<file path="config.mk">
export PLATFORM = sky130hd
export DESIGN_NAME = dac_scheduler
export DESIGN_NICKNAME = d
export VERILOG_FILES = /design/src/rtl/dac_pkg.sv /design/src/rtl/rr_arbiter4.sv /design/src/rtl/dac_scheduler.sv
export SDC_FILE = /design/constraint.sdc
export NUM_CORES = 1
export LEC_CHECK = 0
export ABC_AREA = 0
export BUFFER_PORTS_ARGS = -buffer_cell sky130_fd_sc_hd__buf_2
export CAP_MARGIN = 40
export CORE_MARGIN = 2
export CORE_UTILIZATION = 45
export CTS_BUF_LIST = sky130_fd_sc_hd__clkbuf_16
export CTS_CLUSTER_DIAMETER = 120
export DETAILED_ROUTE_END_ITERATION = 7
export MAX_ROUTING_LAYER = met4
export PLACE_DENSITY = 0.69
export SYNTH_ARGS = -nofsm -noshare
export SYNTH_HDL_FRONTEND = slang
export SYNTH_HIERARCHICAL = 1
export SYNTH_SLANG_ARGS = --single-unit
</file>
<file path="constraint.sdc">
create_clock -name CLK50MHZ -period 4.1 [get_ports CLK50MHZ]
set_input_delay 0.82 -clock CLK50MHZ [delete_from_list [all_inputs] [get_ports CLK50MHZ]]
set_output_delay 0.82 -clock CLK50MHZ [all_outputs]
set_load 0.1 [all_outputs]
</file>
<file path="src/rtl/dac_pkg.sv">
`default_nettype none
// ============================================================================
// dac_pkg : shared constants for the LTC2624 DAC path (commands, channel
//           addresses, widths, scheduler FSM state encoding).
// Revision: 1.0  initial release
// ============================================================================
package dac_pkg;

  localparam int DAC_W = 12;
  localparam int NCH   = 4;

  localparam logic [3:0] CMD_WRITE        = 4'b0000;
  localparam logic [3:0] CMD_UPDATE       = 4'b0001;
  localparam logic [3:0] CMD_WRITE_UPDATE = 4'b0011;
  localparam logic [3:0] CMD_PWRDN        = 4'b0100;

  localparam logic [3:0] ADDR_A   = 4'd0;
  localparam logic [3:0] ADDR_B   = 4'd1;
  localparam logic [3:0] ADDR_C   = 4'd2;
  localparam logic [3:0] ADDR_D   = 4'd3;
  localparam logic [3:0] ADDR_ALL = 4'b1111;

  typedef logic [1:0] state_t;
  localparam state_t ST_IDLE      = 2'd0;
  localparam state_t ST_TRIG      = 2'd1;
  localparam state_t ST_WAIT_DONE = 2'd2;
  localparam state_t ST_FINISH    = 2'd3;

endpackage
`default_nettype wire

</file>
<file path="src/rtl/rr_arbiter4.sv">
`default_nettype none
// ============================================================================
// rr_arbiter4 : combinational 4-way round-robin pick, searching upward from
//               the channel after last_i.
// Revision: 1.0  initial release
// ============================================================================
module rr_arbiter4 (
  input  logic [3:0] req_i,
  input  logic [1:0] last_i,
  output logic [1:0] gnt_o,
  output logic       valid_o
);

  always_comb begin
    logic [1:0] idx;
    idx     = last_i;
    gnt_o   = last_i;
    valid_o = 1'b0;
    // i = 4 wraps back to last_i itself, so it is considered last.
    for (int i = 1; i <= 4; i++) begin
      idx = last_i + 2'(i);
      if (!valid_o && req_i[idx]) begin
        valid_o = 1'b1;
        gnt_o   = idx;
      end
    end
  end

endmodule
`default_nettype wire

</file>
<file path="src/rtl/dac_scheduler.sv">
`default_nettype none
// ============================================================================
// dac_scheduler : shares one dacsend SPI engine among four coalescing channel
//                 requesters with round-robin issue.
// Optional: DAC_SCHEDULER_TIMEOUT_EN adds a handshake watchdog and err port.
// Revision: 1.0  initial release
// ============================================================================
module dac_scheduler
  import dac_pkg::*;
#(
  parameter logic [3:0] CMD = CMD_WRITE_UPDATE
`ifdef DAC_SCHEDULER_TIMEOUT_EN
  , parameter int unsigned TIMEOUT_CYCLES = 4096
`endif
) (
  input  logic                   CLK50MHZ,
  input  logic                   RST,
  input  logic [NCH-1:0]         wr,
  input  logic [NCH*DAC_W-1:0]   wdata,
  output logic [NCH-1:0]         pending,
  output logic [NCH-1:0]         done,
  output logic                   busy,
  output logic [DAC_W-1:0]       data,
  output logic [3:0]             address,
  output logic [3:0]             command,
  output logic                   dactrigsync,
  input  logic                   dactrigsyncack,
  input  logic                   dacdonesync
`ifdef DAC_SCHEDULER_TIMEOUT_EN
  , output logic                 err
`endif
);

  state_t             state_q, state_d;
  logic [1:0]         last_grant_q, last_grant_d;
  logic [1:0]         ch_q, ch_d;
  logic [NCH-1:0]     pending_q, pending_d;
  logic [NCH-1:0]     done_q, done_d;
  logic               busy_q, busy_d;
  logic [DAC_W-1:0]   data_q, data_d;
  logic               trig_q, trig_d;
  logic [DAC_W-1:0]   shadow_q [NCH];

  logic [1:0]         arb_gnt;
  logic               arb_valid;

`ifdef DAC_SCHEDULER_TIMEOUT_EN
  localparam int unsigned TMO_W = (TIMEOUT_CYCLES > 2) ? $clog2(TIMEOUT_CYCLES) : 1;
  logic [TMO_W-1:0]   tmo_q, tmo_d;
  logic               err_q, err_d;
  logic               tmo_hit;
  logic               tmo_fire;

  assign tmo_hit = ((state_q == ST_TRIG) || (state_q == ST_WAIT_DONE)) &&
                   (tmo_q == TMO_W'(TIMEOUT_CYCLES - 1));
`endif

  rr_arbiter4 u_arb (
    .req_i   (pending_q),
    .last_i  (last_grant_q),
    .gnt_o   (arb_gnt),
    .valid_o (arb_valid)
  );

  always_comb begin
    state_d      = state_q;
    last_grant_d = last_grant_q;
    ch_d         = ch_q;
    pending_d    = pending_q;
    done_d       = '0;
    busy_d       = busy_q;
    data_d       = data_q;
    trig_d       = trig_q;
`ifdef DAC_SCHEDULER_TIMEOUT_EN
    tmo_fire     = 1'b0;
`endif
    case (state_q)
      ST_IDLE: begin
        if (arb_valid) begin
          data_d              = shadow_q[arb_gnt];
          ch_d                = arb_gnt;
          last_grant_d        = arb_gnt;
          pending_d[arb_gnt]  = 1'b0;
          trig_d              = 1'b1;
          busy_d              = 1'b1;
          state_d             = ST_TRIG;
        end
      end
      ST_TRIG: begin
        if (dactrigsyncack) begin
          trig_d  = 1'b0;
          state_d = ST_WAIT_DONE;
        end
      end
      ST_WAIT_DONE: begin
        if (dacdonesync) begin
          done_d[ch_q] = 1'b1;
          state_d      = ST_FINISH;
        end
      end
      ST_FINISH: begin
        busy_d  = 1'b0;
        state_d = ST_IDLE;
      end
      default: state_d = ST_IDLE;
    endcase
`ifdef DAC_SCHEDULER_TIMEOUT_EN
    // A genuine handshake edge wins over an expiry landing on the same cycle.
    if (tmo_hit && (state_d == state_q)) begin
      tmo_fire        = 1'b1;
      trig_d          = 1'b0;
      pending_d[ch_q] = 1'b1;
      state_d         = ST_FINISH;
    end
`endif
    // New writes always leave the channel pending, even on its grant edge.
    pending_d = pending_d | wr;
  end

  always_ff @(posedge CLK50MHZ or negedge RST) begin
    if (!RST) begin
      state_q      <= ST_IDLE;
      last_grant_q <= 2'd3;
      ch_q         <= 2'd0;
      pending_q    <= '0;
      done_q       <= '0;
      busy_q       <= 1'b0;
      data_q       <= '0;
      trig_q       <= 1'b0;
      for (int n = 0; n < NCH; n++) shadow_q[n] <= '0;
    end else begin
      state_q      <= state_d;
      last_grant_q <= last_grant_d;
      ch_q         <= ch_d;
      pending_q    <= pending_d;
      done_q       <= done_d;
      busy_q       <= busy_d;
      data_q       <= data_d;
      trig_q       <= trig_d;
      for (int n = 0; n < NCH; n++) begin
        if (wr[n]) shadow_q[n] <= wdata[n*DAC_W +: DAC_W];
      end
    end
  end

`ifdef DAC_SCHEDULER_TIMEOUT_EN
  always_comb begin
    err_d = err_q | tmo_fire;
    if ((state_d != state_q) ||
        !((state_q == ST_TRIG) || (state_q == ST_WAIT_DONE))) begin
      tmo_d = '0;
    end else begin
      tmo_d = tmo_q + 1'b1;
    end
  end

  always_ff @(posedge CLK50MHZ or negedge RST) begin
    if (!RST) begin
      tmo_q <= '0;
      err_q <= 1'b0;
    end else begin
      tmo_q <= tmo_d;
      err_q <= err_d;
    end
  end

  assign err = err_q;
`endif

  assign pending     = pending_q;
  assign done        = done_q;
  assign busy        = busy_q;
  assign data        = data_q;
  assign address     = {2'b00, ch_q};
  assign command     = CMD;
  assign dactrigsync = trig_q;

endmodule
`default_nettype wire

</file>
### After elaboration in Yosys (flattened, before gate mapping)

Cells that the tools add are included.

* memories: 0
* bits of input ports: 56
* latch bits: 0
* bits in writable memories: 0
* bits in read-only memories: 0
* output and inout bits: 30
* word-level logic and storage cells: 84
* bits in registers: 76

* $add $sub $neg: 3
* muxes and demuxes: 35
* shift operators: 0
* magnitude comparators: 9
* reduce and logical (&&, ||, !) cells: 15
* multipliers: 0
* bitwise operators: 4
* equality and inequality tests: 6
* div/mod/pow operators: 0

Operators with widths (number)
* binary-select mux 12 bit (select 2 bit): 1
* two-way mux 12 bit: 2
* < comparator 2 x 3 -> 1 bit (second input constant): 6
* two-way mux 4 bit: 4
* two-way mux 2 bit: 7
* two-way mux 1 bit: 12
* binary-select mux 1 bit (select 2 bit): 4
* one-hot mux 2 bit (4 select lines): 1
* inequality test 2 bit (second input constant): 3
* AND reduction 3 bit: 2
* logical AND 1 bit: 5
* adder 2 bit (second input constant): 2
* AND 4 bit: 1
* demux 1 bit (select 2 bit): 2
* equality test 2 bit (second input constant): 2
* >= comparator 2 x 1 -> 1 bit (second input constant): 2
* inverter 4 bit: 1
* OR 4 bit: 1
* one-hot mux 1 bit (2 select lines): 2
* AND reduction 2 bit: 2
* nonzero test 2 bit: 2
* >= comparator 3 bit (second input constant): 1
* zero test 1 bit: 3
* inverter 2 -> 3 bit: 1
* other kinds (3): 3

### Longest topological paths before layout

Gate-level depths: netlist of run 1.

* depth in word-level cells: 22
* depth in mapped cells: 7
* depth with buffers taken out: 6

### By module

The synthesis of run 1 kept the hierarchy.

By module, submodules not included
* dac_scheduler: instances 1, seq. area each 1904.3 um^2, area an instance 3340.7 um^2, cells each 236
* rr_arbiter4: instances 1, seq. area each 0.0 um^2, area an instance 82.6 um^2, cells each 14

### Worst setup path after synthesis of run 1

No wires, ideal clock.

* kind: reg2reg
* start point: register pending_q[3], in the netlist pending[3]
* end point: register data_q[10], in the netlist data[10]
* buffers on the path: 2
* path slack: 1.892 ns
* arrival: 2.075 ns
* period minus slack after synthesis: 2.208 ns
* library setup time: 0.132 ns
* data required time: 3.968 ns
* stages on the path, launching flop included: 6
* cells stage by stage: dfrtp_1 > or4_1 > buf_6 > nand3_2 > buf_2 > o221ai_2

* elaborated cells on any way between the ends: 27
* those cells by class: 19 x mux; 1 x bitwise; 7 x reduce/logical

RTL lines
* start, declared: RTL line dac_scheduler.sv:37 `logic [NCH-1:0] pending_q, pending_d;`
* start signal, assigned: RTL line dac_scheduler.sv:135 `pending_q <= pending_d;`
* binary-select mux 1 bit (select 2 bit): RTL line rr_arbiter4.sv:22 `if (!valid_o && req_i[idx]) begin`
* two-way mux 1 bit (implied by the code): RTL line rr_arbiter4.sv:22
* two-way mux 1 bit: RTL line rr_arbiter4.sv:22
* zero test 1 bit: RTL line rr_arbiter4.sv:22
* logical AND 1 bit: RTL line rr_arbiter4.sv:22
* two-way mux 1 bit: RTL line rr_arbiter4.sv:22
* zero test 1 bit: RTL line rr_arbiter4.sv:22
* logical AND 1 bit: RTL line rr_arbiter4.sv:22
* two-way mux 1 bit: RTL line rr_arbiter4.sv:22
* zero test 1 bit: RTL line rr_arbiter4.sv:22
* logical AND 1 bit: RTL line rr_arbiter4.sv:22
* two-way mux 1 bit (*): RTL line rr_arbiter4.sv:22
* via arb_valid: RTL line dac_scheduler.sv:45 `logic arb_valid;`
* AND reduction 2 bit (no source line) (*)
* end signal, assigned: RTL line dac_scheduler.sv:138 `data_q <= data_d;`
* end, declared: RTL line dac_scheduler.sv:40 `logic [DAC_W-1:0] data_q, data_d;`

Mark *: on every way through the listed nets, which the timed path passes. The rest lies on a longest branch. The select of a mux whose other input is x is not followed.
A chain may end at the register's enable or synchronous reset.

### Final worst setup path of run 1

* start point: register pending_q[3], in the netlist pending[3]
* end point: register data_q[0], in the netlist data[0]

The elaborated chain is that of the path after synthesis.

==> out/results.tsv, run 1 <==
metric	value	unit
highest_layer	met4	
dr.first_iter.drc_count	107	
clockBufferDepth	2	
ctsResizeCount	0	
cts.clk_slew.worst_paths	0.06	ns
numCtsBuffers	9	
cts_tree	built	
synth_xor_xnor_area_share	0	
synth_compound_area_frac	0.08114	
p_per_area	856.1	nW/um^2
slew_violations	0	
die_area	8321	um^2
syn_area_per_cell	13.69	um^2
crit_path_max_fanout	18	
die_w	91.22	um
hold_viol	0	
multiInputGateArea	1376	um^2
clock_latency	0.33	ns
diodes	0	
grt_max_degree	51	
synthAdderAreaFrac	0.01462	
place.gp.congestion	0.7680	
rsz0062_at_grt	false	
power_leakage	1.980	nW
arrival	2.29	ns
vdd_drop_max	0.0003297	V
clock.fmax	0.4742	GHz
synth.cell_area	3423	um^2
dr_wl_met3	335	um
track_usage	0.1871	
cap_violations	0	
grt-ovfl-total	0	
wl_per_cell	16.32	um
grt_pass1_wl	11670	um
hpwl	4902	um
cp-end-kind	flop	
h-tree-depth	3	
rows	31	
start_util	0.4695	
numPortBuffers	79	
status	finished, final reports clean	
skew	0.006575	ns
synthDistinctLibCells	36	
via_per_inst	5.204	
cts_root_buf	clkbuf_16	
total_power	3.596	mW
start_kind	flop	
grt_pass1_vias	2288	
path_class	flop to flop	
synthMuxAreaShare	0.2372	
antenna_found_initial	0	
postSynthCellCount	250	
wl_met2	3477	um
setup_ws	1.991	ns
cts_setup_buffers	0	
yosys.area_share.simple	0.05921	
place_ws	2.020	ns
finalCritPeriodShare	0.5143	
ff_latch_area	1904	um^2
firstDrtPassIters	4	
n_fill_cell	660	
ios	86	
yosysWarningCount	6	
required	4.28	ns
m1WireLength	3153	um
relSlewSlack	0.5921	
post-synth-top-area-fraction	0.5409	
setup_violations	0	
drc	0	
die_y	91.22	um
synth_top_cells_by_area	dfrtp_1 54%, mux2_1 16%, mux2i_1 7.6%, o221ai_2 4.4%, nand2_1 2.3%	
drive_above_1_share	0.3393	
rr_worst_depth	4	
hp-class	primary input to async pin	
ctsHoldBuffers	0	
cts_sinks	76	
fin_crit	2.109	ns
area_growth	22.70	%
ys_seq_elements	76	
finalSetupTns	0	ns
wl	7051	um
num_vias	2248	
fin_nets	388	
synth_top_family_by_area	multiplexers	
worst_slew_pin_slew	0.6105	ns
synth_top_cell_by_area	dfrtp_1	
coreArea	7292	um^2
seq_area_frac_synth	0.5563	
postRouteAntennaNets	0	
-- layer usage --
metal  vias up  GRT usage
li1       1038          -
met1      1133     0.2446
met2        68     0.2901
met3         9    0.05145
met4         0    0.04924
met5         -          -
-- critical path: stages (launching register included) --
cell and delay [ns]:
dfrtp_1 0.44, or4_1 0.75, nand2_4 0.30, or2_4 0.31, o221ai_1 0.15
-- state kept, by name, summed over array words and instances, names as in the netlist --
register and cells:
state_q 2, last_grant_q 2, dactrigsync 1, data 12, pending 4, busy 1
ch_q 2, done 4, shadow_q 48
-- kinds of logic (layout without fill, tap and decap cells) --
logic type	after synthesis	after routing
compound gates	27	27
buf+inv	27	106
fa+ha+maj	4	4
flops	76	76
simple gates	39	39
mux	75	75
other cells	2	6
-- power breakdown --
part | internal (mW) | leakage [nW] | switching, mW
sequential | 0.926 | 0.893 | 0.129
clock | 0.525 | 0.155 | 0.288
combinational | 0.489 | 0.932 | 1.24
total | 1.94 | 1.98 | 1.66
-- cell usage in the layout (no fill, tap or decap), types with 2 or more instances in the layout --
master and n:
a21oi_1 2, buf_16 2, buf_2 78, bufinv_16 2, clkbuf_16 9, conb_1 6
dfrtp_1 74, dfstp_2 2, ha_1 4, inv_1 9, inv_2 2, mux2_1 49
mux2i_1 26, nand2_1 21, nand2b_1 4, nor2b_1 2, nor3_1 2, nor3b_1 2
o21ai_1 3, o221ai_1 2, o221ai_2 10, o2bb2ai_1 2
-- stage by stage --
stage	area [um^2]	hold WS, ns	utilization	cells
2_1_floorplan	3438	0.4540	-	254
3_3_place_gp	3836	0.4666	0.5261	414
3_5_place_dp	3891	0.4702	0.5336	416
4_1_cts	4200	0.4113	0.5760	432
5_1_grt	4200	0.4238	0.5760	432
6_report	4200	0.4028	0.5760	432
-- cell usage after synthesis (all sizes together) --
master	instances
dfrtp	74
mux2	49
mux2i	26
nand2	22
buf	18
o221ai	12
inv	9
ha	4
nand2b	4
a21oi	3
o21ai	3
conb	2
dfstp	2
nand3	2
nor2b	2
nor3	2
nor3b	2
o2bb2ai	2
a21o	1
a221o	1
a221oi	1
a31oi	1
and4	1
nand4	1
nor2	1
o22ai	1
o31ai	1
o32a	1
or2	1
or4	1
-- worst paths after layout --
kind,from,end,slack (ns)
setup reg to reg,pending[3],data[0],1.99
min in group CLK50MHZ,last_grant_q[0],last_grant_q[0],0.48
setup / recovery,pending[3],data[0],1.99
hold / removal,RST,shadow_q[44],0.40
hold reg to reg,last_grant_q[0],last_grant_q[0],0.48
max in group asynchronous,RST,last_grant_q[1],3.08
-- cell type report --
class	count	area share
Timing Repair Buffer	81	0.1078
Clock buffer	9	0.05362
Multi-Input combinational cell	151	0.3277
Tap cell	99	0.02949
Inverter	9	0.008043
Sequential cell	76	0.4534
Clock inverter	7	0.01996
No activity file was read; power rests on OpenSTA's default activity.
==> run 2: changes to the inputs <==
==> constraint.sdc (replaced) <==
create_clock -name CLK50MHZ -period 2.2 [get_ports CLK50MHZ]
set_input_delay 0.44 -clock CLK50MHZ [delete_from_list [all_inputs] [get_ports CLK50MHZ]]
set_output_delay 0.44 -clock CLK50MHZ [all_outputs]
set_load 0.1 [all_outputs]
==> run 2 against run 1 <==
Net effect: total power is 87% higher; flip-flop and latch count is the same; die area is the same; critical path depth is 1 higher; worst hold slack lost 0.32 ns; clock skew shrank 0.0024 ns; combinational power is 86% higher; final cell count up 0.23%; first-iteration DRC count rose by 5.6%; clock power increased by 89%.
==> out/results.tsv, run 2 (synthesis gave the netlist of run 1 again) <==
metric	value	unit
top_register	shadow_q	
vdd_drop_max	0.0007118	V
start_kind	flop	
hold_viol	0	
via_per_inst	5.166	
postRouteAntennaNets	0	
fin_crit	1.987	ns
ctsResizeCount	0	
grt_max_degree	41	
power_switching	3.108	mW
layout_commonest_cell	buf_2	
cts_tree	built	
finalCritPeriodShare	0.9031	
cts_root_buf	clkbuf_16	
hp-class	primary input to async pin	
status	finished, final reports clean	
cts_setup_buffers	0	
die_y	91.22	um
crit_path_max_fanout	17	
clockBufferDepth	2	
path_cells	a31oi_1 -> a21oi_4 -> buf_12 -> mux2i_1 -> o221ai_2	
diodes	0	
layout_common_cells	78 x buf_2, 73 x dfrtp_1, 49 x mux2_1	
fin_nets	389	
slowest_stage	dfstp_2	
p_per_area	1599	nW/um^2
wl	6877	um
drive_above_1_share	0.3503	
die_area	8321	um^2
num_vias	2237	
max_stage_delay	0.59	ns
dpl_cell_area	3885	um^2
firstDrtPassIters	4	
ctsHoldBuffers	0	
coreArea	7292	um^2
required	2.40	ns
cap_violations	0	
die_w	91.22	um
dr.first_iter.drc_count	113	
drc	0	
p_int	3.611	mW
crit_buf_inv	1	
pwr-share-comb	0.477	
cp-end-kind	flop	
clock_latency	0.33	ns
place.gp.congestion	0.8024	
rows	31	
worst_slew_pin_slew	0.5271	ns
crit_family	compound AO/OA/AOI/OAI gates	
design_area	4203	um^2
grt_pass1_wl	11360	um
slew_violations	0	
finalSetupTns	0	ns
setup_violations	0	
cts.clk_slew.worst_paths	0.06	ns
largest_reg_flops	48	
numCtsBuffers	9	
track_usage	0.1807	
path_class	flop to flop	
cts_sinks	76	
relSlewSlack	0.6478	
start_util	0.4695	
hpwl	4813	um
numPortBuffers	79	
arrival	2.18	ns
antenna_found_initial	0	
timing.hold.ws	0.08668	ns
wl_per_cell	15.88	um
seqPwrFrac	0.293	
rsz0062_at_grt	false	
pwr-share-clk	0.229	
h-tree-depth	3	
grt-ovfl-total	0	
swShare	0.4625	
ios	86	
grt_pass1_vias	2342	
area_growth	22.77	%
power_leakage	1.975	nW
skew	0.004148	ns
clock.fmax	0.5033	GHz
-- run 2: cell types whose count changed in the layout (fill, tap and decap cells not counted), sizes merged --
cell      delta
inv          -1
buf          +1
clkinvlp     +1
-- run 2: through the flow --
step / setup WS (ns) / util / std cells / power, mW
finish: 0.2131 / 0.5764 / 433 / 6.719
global route: 0.1286 / 0.5764 / 433 / 7.035
CTS: 0.1974 / 0.5764 / 433 / 6.782
detailed placement: 0.2215 / 0.5328 / 417 / 5.210
global placement: 0.2434 / 0.5328 / 417 / 5.148
floorplan: 0.01506 / - / 254 / 4.624
-- run 2: power by group through the flow --
stage | clock [mW] | sequential, mW | combinational [mW]
after floorplan | 0 | 3.17 | 1.45
after global placement | 0 | 1.98 | 3.17
after detailed placement | 0 | 1.99 | 3.22
after CTS | 1.58 | 1.97 | 3.24
after global routing | 1.63 | 2.01 | 3.39
final | 1.54 | 1.97 | 3.21
-- run 2: worst reg2reg max path, delay by kind of cell, from the launching register on --
family                 cells  cell delay [ns]
buffers and inverters      1             0.25
flip-flops                 1             0.59
AO/OA/AOI/OAI              3             0.73
multiplexers               1             0.29
-- run 2: final timing paths --
path / from / end / slack, ns / depth (start not counted)
worst max register to register: last_grant_q[1] / data[9] / 0.21 / 5
worst min-delay path: RST / shadow_q[7] / 0.09 / 1
worst min register to register: last_grant_q[0] / last_grant_q[0] / 0.48 / 2
worst max-delay path: last_grant_q[1] / data[9] / 0.21 / 5
min in group CLK50MHZ: wdata[28] / shadow_q[16] / 0.32 / 2
max in group asynchronous: RST / shadow_q[24] / 1.54 / 2
-- run 2: cell type report --
cell class | instances | area (um^2)
fillers | 623 | 3089
flip-flops and latches | 76 | 1906
multi-input cells | 151 | 1376
repair buffers | 82 | 445.4
clock buffers | 9 | 225.2
well taps | 99 | 123.9
clock inverters | 7 | 92.59
inverters | 9 | 33.78
-- run 2: routing by layer --
layer / track usage / vias up / wire length [um]
met1: 0.2346 / 1112 / 3170
li1: - / 1043 / -
met3: 0.03071 / 18 / 299
met2: 0.2790 / 64 / 3264
met4: 0.08333 / 0 / 142
met5: - / - / 0
